## config.mk

```make
export PLATFORM = sky130hd
export DESIGN_NAME = demux3_reg
export DESIGN_NICKNAME = d
export VERILOG_FILES = /design/src/rtl/mc_pkg.sv /design/src/rtl/onehot3_check.sv /design/src/rtl/demux3_reg.sv
export SDC_FILE = /design/constraint.sdc
export NUM_CORES = 1
export LEC_CHECK = 0
export ABC_AREA = 1
export CORE_MARGIN = 1
export CORE_UTILIZATION = 39
export CTS_BUF_LIST = sky130_fd_sc_hd__clkbuf_4 sky130_fd_sc_hd__clkbuf_8 sky130_fd_sc_hd__clkbuf_16
export CTS_CLUSTER_DIAMETER = 50
export CTS_CLUSTER_SIZE = 14
export DETAILED_ROUTE_END_ITERATION = 8
export GPL_TIMING_DRIVEN = 0
export PLACE_DENSITY = 0.91
export SLEW_MARGIN = 20
export SYNTH_ARGS = -nofsm -noshare
export SYNTH_HDL_FRONTEND = slang
export SYNTH_SLANG_ARGS = --single-unit
```

## constraint.sdc

```tcl
create_clock -name clk -period 2.2 [get_ports clk]
set_input_delay 0.44 -clock clk [delete_from_list [all_inputs] [get_ports clk]]
set_output_delay 0.44 -clock clk [all_outputs]
set_load 0.01 [all_outputs]
```

## src/rtl/mc_pkg.sv

```systemverilog
// Shared multicycle-datapath definitions: one-hot select constants, the
// EMPTY/FULL buffer state type, and the one-hot legality helper.
package mc_pkg;

  localparam logic [2:0] SEL_P0 = 3'b001;
  localparam logic [2:0] SEL_P1 = 3'b010;
  localparam logic [2:0] SEL_P2 = 3'b100;

  typedef enum logic {
    EMPTY = 1'b0,
    FULL  = 1'b1
  } demux_state_t;

  function automatic logic is_onehot3(input logic [2:0] sel);
    return (sel == SEL_P0) || (sel == SEL_P1) || (sel == SEL_P2);
  endfunction

endpackage

```

## src/rtl/onehot3_check.sv

```systemverilog
// Combinational legal/illegal decode of a 3-bit one-hot select; shared with
// the merge mux so both sides agree on what counts as a legal select.
module onehot3_check
  import mc_pkg::*;
(
  input  logic [2:0] i_select,
  output logic       o_legal
);

  assign o_legal = is_onehot3(i_select);

endmodule

```

## src/rtl/demux3_reg.sv

```systemverilog
// Registered one-hot 1-to-3 demultiplexer with valid/ready on every port.
// Define DEMUX3_ILLEGAL_ERR_EN to enable the sticky illegal-select flag oError.
module demux3_reg
  import mc_pkg::*;
#(
  parameter int DATA_WIDTH = 32
) (
  input  logic                  clk,
  input  logic                  rst_n,
  input  logic [DATA_WIDTH-1:0] iData,
  input  logic [2:0]            select,
  input  logic                  iValid,
  output logic                  oReady,
  output logic [DATA_WIDTH-1:0] oData0,
  output logic [DATA_WIDTH-1:0] oData1,
  output logic [DATA_WIDTH-1:0] oData2,
  output logic                  oValid0,
  output logic                  oValid1,
  output logic                  oValid2,
  input  logic                  iReady0,
  input  logic                  iReady1,
  input  logic                  iReady2,
  input  logic                  iErrClr,
  output logic                  oError
);

  demux_state_t          r_state;
  logic [DATA_WIDTH-1:0] r_data;
  logic [2:0]            r_dest;

  logic w_legal;
  logic w_drain;
  logic w_accept;

  onehot3_check u_check (
    .i_select (select),
    .o_legal  (w_legal)
  );

  // Only the ready of the held destination can drain the buffer.
  assign w_drain  = (r_state == FULL) && |(r_dest & {iReady2, iReady1, iReady0});
  assign oReady   = (r_state == EMPTY) || w_drain;
  assign w_accept = iValid && oReady;

  // An accept always frees the slot or refills it, so an illegal word simply
  // leaves the buffer empty; a stalled FULL buffer cannot accept at all.
  always_ff @(posedge clk or negedge rst_n) begin
    if (!rst_n) begin
      r_state <= EMPTY;
      r_data  <= '0;
      r_dest  <= '0;
    end else if (w_accept && w_legal) begin
      r_state <= FULL;
      r_data  <= iData;
      r_dest  <= select;
    end else if (w_accept || w_drain) begin
      r_state <= EMPTY;
    end
  end

  assign oValid0 = (r_state == FULL) && r_dest[0];
  assign oValid1 = (r_state == FULL) && r_dest[1];
  assign oValid2 = (r_state == FULL) && r_dest[2];

  assign oData0 = oValid0 ? r_data : '0;
  assign oData1 = oValid1 ? r_data : '0;
  assign oData2 = oValid2 ? r_data : '0;

`ifdef DEMUX3_ILLEGAL_ERR_EN
  logic r_error;

  // A new illegal accept takes priority over a clear in the same cycle.
  always_ff @(posedge clk or negedge rst_n) begin
    if (!rst_n) begin
      r_error <= 1'b0;
    end else if (w_accept && !w_legal) begin
      r_error <= 1'b1;
    end else if (iErrClr) begin
      r_error <= 1'b0;
    end
  end

  assign oError = r_error;
`else
  assign oError = iErrClr & 1'b0;
`endif

endmodule

```

# Yosys cells after proc, flatten, opt, wreduce, memory -nomap -nowiden
# Index checks and enable logic that the tools add are counted.
[classes] muxes=5 bitwise=2 n_eq_ne=3 reduce_logical=12
[op_table] op="32-bit 2-to-1 mux" n=3
[op_table] op="1-bit logical AND" n=6
[op_table] op="1-bit logical OR" n=4
[op_table] op="3-bit AND" n=1
[op_table] op="3-bit by 1-bit == test with 1-bit output (second input constant)" n=1
[op_table] op="3-bit by 2-bit == test with 1-bit output (second input constant)" n=1
[op_table] op="3-bit == test (second input constant)" n=1
[op_table] op="3-bit OR reduction" n=1
[op_table] op="1-bit 2-to-1 mux" n=2
[op_table] op="2-bit nonzero test" n=1
[op_table] op="1-bit inverter" n=1
[word_totals] out_inout_bits=101 word_cells=25 in_bits=42 register_bits=36

# Logic depth before layout (Yosys ltp)
[logic_depth] depth_word=8 ltp_mapped=8 ltp_nobuf=7

# By module
# A second synthesis with hierarchy kept.
[hier_totals] hier_cells=315 hier_area_um2=2062.0
[by_module_without_submodules] mod="demux3_reg" area_per_inst_um2=2029.4 seq_area_each_um2=900.9 cells_each=307 n_inst=1
[by_module_without_submodules] mod="onehot3_check" area_per_inst_um2=32.5 seq_area_each_um2=0.0 cells_each=8 n_inst=1

# Least setup slack after synthesis
# OpenSTA, ideal clock, no wires.
[synth_path] path_type="register to output" startpoint="reg r_state" endpoint="out oValid0" stages_incl_launch_ff=4 t_required_ns=1.760 arrival_ns=0.916 setup_slack_ns=0.844 path_cell_list="dfrtp_1 -> nand2_1 -> clkbuf_1 -> inv_1"
[synth_via] elab_chain_len=1
[synth_lines] element="start, declared" line_no="demux3_reg.sv:27" source="demux_state_t r_state;"
[synth_lines] element="start signal, assigned" line_no="demux3_reg.sv:49" source="r_state <= EMPTY;"
[synth_lines] element="start signal, assigned" line_no="demux3_reg.sv:53" source="r_state <= FULL;"
[synth_lines] element="start signal, assigned" line_no="demux3_reg.sv:57" source="r_state <= EMPTY;"
[synth_lines] element="1-bit logical AND" line_no="demux3_reg.sv:61" source="assign oValid0 = (r_state == FULL) && r_dest[0];"
[synth_lines] element="end, declared" line_no="demux3_reg.sv:17" source="output logic oValid0,"
# No other way between the ends.

# Worst setup path in the final report
[layout_path] startpoint="reg r_state" endpoint="out oData2[7]"
[layout_via] elab_chain_len=2
[layout_lines] element="1-bit logical AND" line_no="demux3_reg.sv:63" source="assign oValid2 = (r_state == FULL) && r_dest[2];"
[layout_lines] element="32-bit 2-to-1 mux" line_no="demux3_reg.sv:67" source="assign oData2 = oValid2 ? r_data : '0;"
[layout_lines] element="end, declared" line_no="demux3_reg.sv:16" source="output logic [DATA_WIDTH-1:0] oData2,"
# No other way between the ends.

==> impl_metrics.ini <==
[critical_path]
cp_data_arrival_time_ns = 1.70
critPathRequiredTime_ns = 1.76
worstPathMaxFanout = 10
slowest_stage = clkdlybuf4s50_1
timing_worst_setup_path_type = register to primary output
r2r_setup_slack_ns = 0.82
cp_slowest_stage_delay_ns = 0.54
startpoint_type = register
cp-end-kind = primary output
cp_cell_sequence = nand2_2 -> clkbuf_4 -> nor2_1 -> clkdlybuf4s50_1

[detailed_routing]
first_pass_iters = 5
antenna_left = 0
drt-initial-drc-count = 95
via_per_inst = 4.65
wirelength_um = 6880
post_drt_wl_per_cell_um = 12.8
dr_total_vias = 2508
drc = 0

[synthesis]
syn_area_per_cell_um2 = 6.77
synthDistinctLibCells = 16
yosysSeqAreaShare_pct = 41.6
syn_inst = 320
syn_area_mm2 = 0.00217
synth-seq-cells = 36
ys_warn_count = 0
synthesis.nets = 362

[power_and_ir_drop]
p_int_w = 0.00198
p_per_area_mw_per_mm2 = 869
p_sw_share_pct = 41.1
peakVddDrop_mv = 0.518
switching_power_w = 0.00138
p_comb_share_pct = 52.9
leakage_nw = 2.19
seqPwrFrac_pct = 33.7
clkPwrFrac_pct = 13.4

[grt]
grt_max_degree = 22
antenna_found_initial = 0
grt_pass1_vias = 2473
grt_overflow_total = 0
grt.total_usage_pct = 24.3
grt_pass1_wl_um = 11400

[cts]
cts_tree = yes
hold_buffers = 0
cts.reportedPaths.clkPinSlew_ns = 0.07
clkLatencyLatePin_ns = 0.28
clock-sinks = 36
cts-buffers-inserted = 5
cts_root_buf = clkbuf_8
clockBufferDepth = 2
htree_levels = 2

[sta]
post-route-period-util_pct = 97.4
min_period_ns = 2.14
slew_viol_final = 0
rsz0062_at_grt = false
fmax_ghz = 0.467
setup_viol = 0
hold_ws_ns = 0.0823
clock_skew_ns = 0.00644
hold_viol = 0

[floorplanning]
die_h_um = 76.5
dieArea_mm2 = 0.00586
io_pins = 143
fp.coreArea_mm2 = 0.00524
dieWidth_um = 76.5
start_util_pct = 41.4
fp-row-count = 26

[place]
dpl.hpwl_um = 5270
place_congestion = 0.738
port-buffer-count = 140

[status]
status = complete, no violations

[flow_run]
max_cap_violations = 0

[cells_and_area]
finalNetCount = 511
syn2layout_area_growth_pct = 78.6
antenna_cells = 0
final_layout_size_suffix_gt1_share_pct = 12.4
utilization_pct = 73.9

[worst_hold_path]
hp-class = input pin to async pin
-- kinds of logic (layout without fill, tap and decap cells) --
| logic type | count (synthesis) | in the layout | synth area share (%) |
|---|---|---|---|
| AOI/OAI and AO/OA | 2 | 2 | 0.982 |
| buffers and inverters | 60 | 209 | 12.8 |
| DFF | 36 | 36 | 41.6 |
| other | 1 | 1 | 0.173 |
| and+or+nand+nor | 221 | 221 | 44.4 |
-- timing repair --
action | in CTS | in global routing
buffers inserted | 0 | 1
resized for setup | 17 | 36
endpoints found under the setup margin | 90 | 89
hold endpoints to repair | 0 | 0
-- metrics by stage --
stage          setup slack, ns  instances  setup TNS, ns  cell area, um^2  total power (W)
2_1_floorplan            0.844        320              0             2170          0.00205
4_1_cts                -0.0610        538          -1.10             3790          0.00336
6_report                0.0570        539              0             3870          0.00336
5_1_grt                0.00166        539              0             3870          0.00363
3_5_place_dp           0.00370        531              0             3680          0.00287
3_3_place_gp           -0.0913        530          -3.25             3650          0.00279
-- cells in the final DEF (no fill, tap or decap) --
| cell type | n |
|---|---|
| buf_6 | 4 |
| clkbuf_8 | 5 |
| nand2_1 | 61 |
| nand3_1 | 38 |
| a21oi_4 | 1 |
| nand2_2 | 19 |
| nand2_4 | 2 |
| inv_2 | 3 |
| buf_2 | 2 |
| dfrtp_1 | 35 |
| inv_1 | 38 |
| nor2_4 | 1 |
| nor2_1 | 98 |
| o21ai_1 | 1 |
| dlymetal6s2s_1 | 23 |
| conb_1 | 1 |
| clkbuf_4 | 3 |
| clkinv_2 | 1 |
| buf_16 | 1 |
| nand3_4 | 2 |
| clkdlybuf4s50_1 | 116 |
| buf_4 | 13 |
| dfrtp_2 | 1 |
-- flip-flops by register name, summed over array words and instances (netlist names) --
register  count
r_state       1
r_data       32
r_dest        3
-- cell usage after synthesis --
| master | number | share of area (%) |
|---|---|---|
| buf_6 | 4 | 2.1 |
| o21ai_1 | 1 | 0.23 |
| nor2_1 | 98 | 17 |
| nand2_4 | 1 | 0.52 |
| dfrtp_1 | 36 | 42 |
| a21oi_4 | 1 | 0.75 |
| nand2_1 | 64 | 11 |
| nor2_4 | 1 | 0.52 |
| clkbuf_1 | 9 | 1.6 |
| inv_1 | 38 | 6.6 |
| inv_2 | 3 | 0.52 |
| nand3_1 | 38 | 8.8 |
| buf_4 | 6 | 2.1 |
| nand3_4 | 2 | 1.6 |
| nand2_2 | 17 | 4.9 |
| conb_1 | 1 | 0.17 |
-- worst max-delay path: cells and delay by family (launching register included) --
family	cells	cell delay, ns
buffers and inverters	2	0.76
and+or+nand+nor	2	0.24
DFF	1	0.42
-- cell type report --
cell class,count,area (um^2)
buffer,19,155
clock buffer,6,76.3
clock inverter,1,5.00
fill,388,1370
inverter,41,154
multi-input combinational,224,1000
sequential,36,902
tap,70,87.6
timing repair buffer,142,1490
-- per-layer routing --
layer,share of wire [%],global-route usage [%],up-vias
li1,-,-,1245
met1,41,28.4,1149
met3,6.3,5.03,4
met5,0,0,-
met4,0.49,5.96,0
met2,52,45.0,110
-- power groups by stage --
stage                     Clock [W]  Sequential, W  Combinational [W]
final                      0.000450        0.00113            0.00178
after detailed placement          0        0.00112            0.00175
after CTS                  0.000465        0.00111            0.00178
after global routing       0.000490        0.00116            0.00198
after floorplan                   0        0.00108           0.000975
after global placement            0        0.00111            0.00168
-- worst paths after layout --
| path | start | end | depth (start not counted) |
|---|---|---|---|
| setup / recovery | r_state$_DFFE_PN0P_ | oData2[7] | 4 |
| hold / removal | rst_n | r_data[18]$_DFFE_PN0P_ | 1 |
| setup reg to reg | r_state$_DFFE_PN0P_ | r_dest[1]$_DFFE_PN0P_ | 7 |
| hold reg to reg | r_data[12]$_DFFE_PN0P_ | r_data[12]$_DFFE_PN0P_ | 2 |
| max in group asynchronous | rst_n | r_state$_DFFE_PN0P_ | 2 |
| min in group clk | r_data[12]$_DFFE_PN0P_ | r_data[12]$_DFFE_PN0P_ | 2 |
Note: power is estimated with default switching activity, not from simulation.
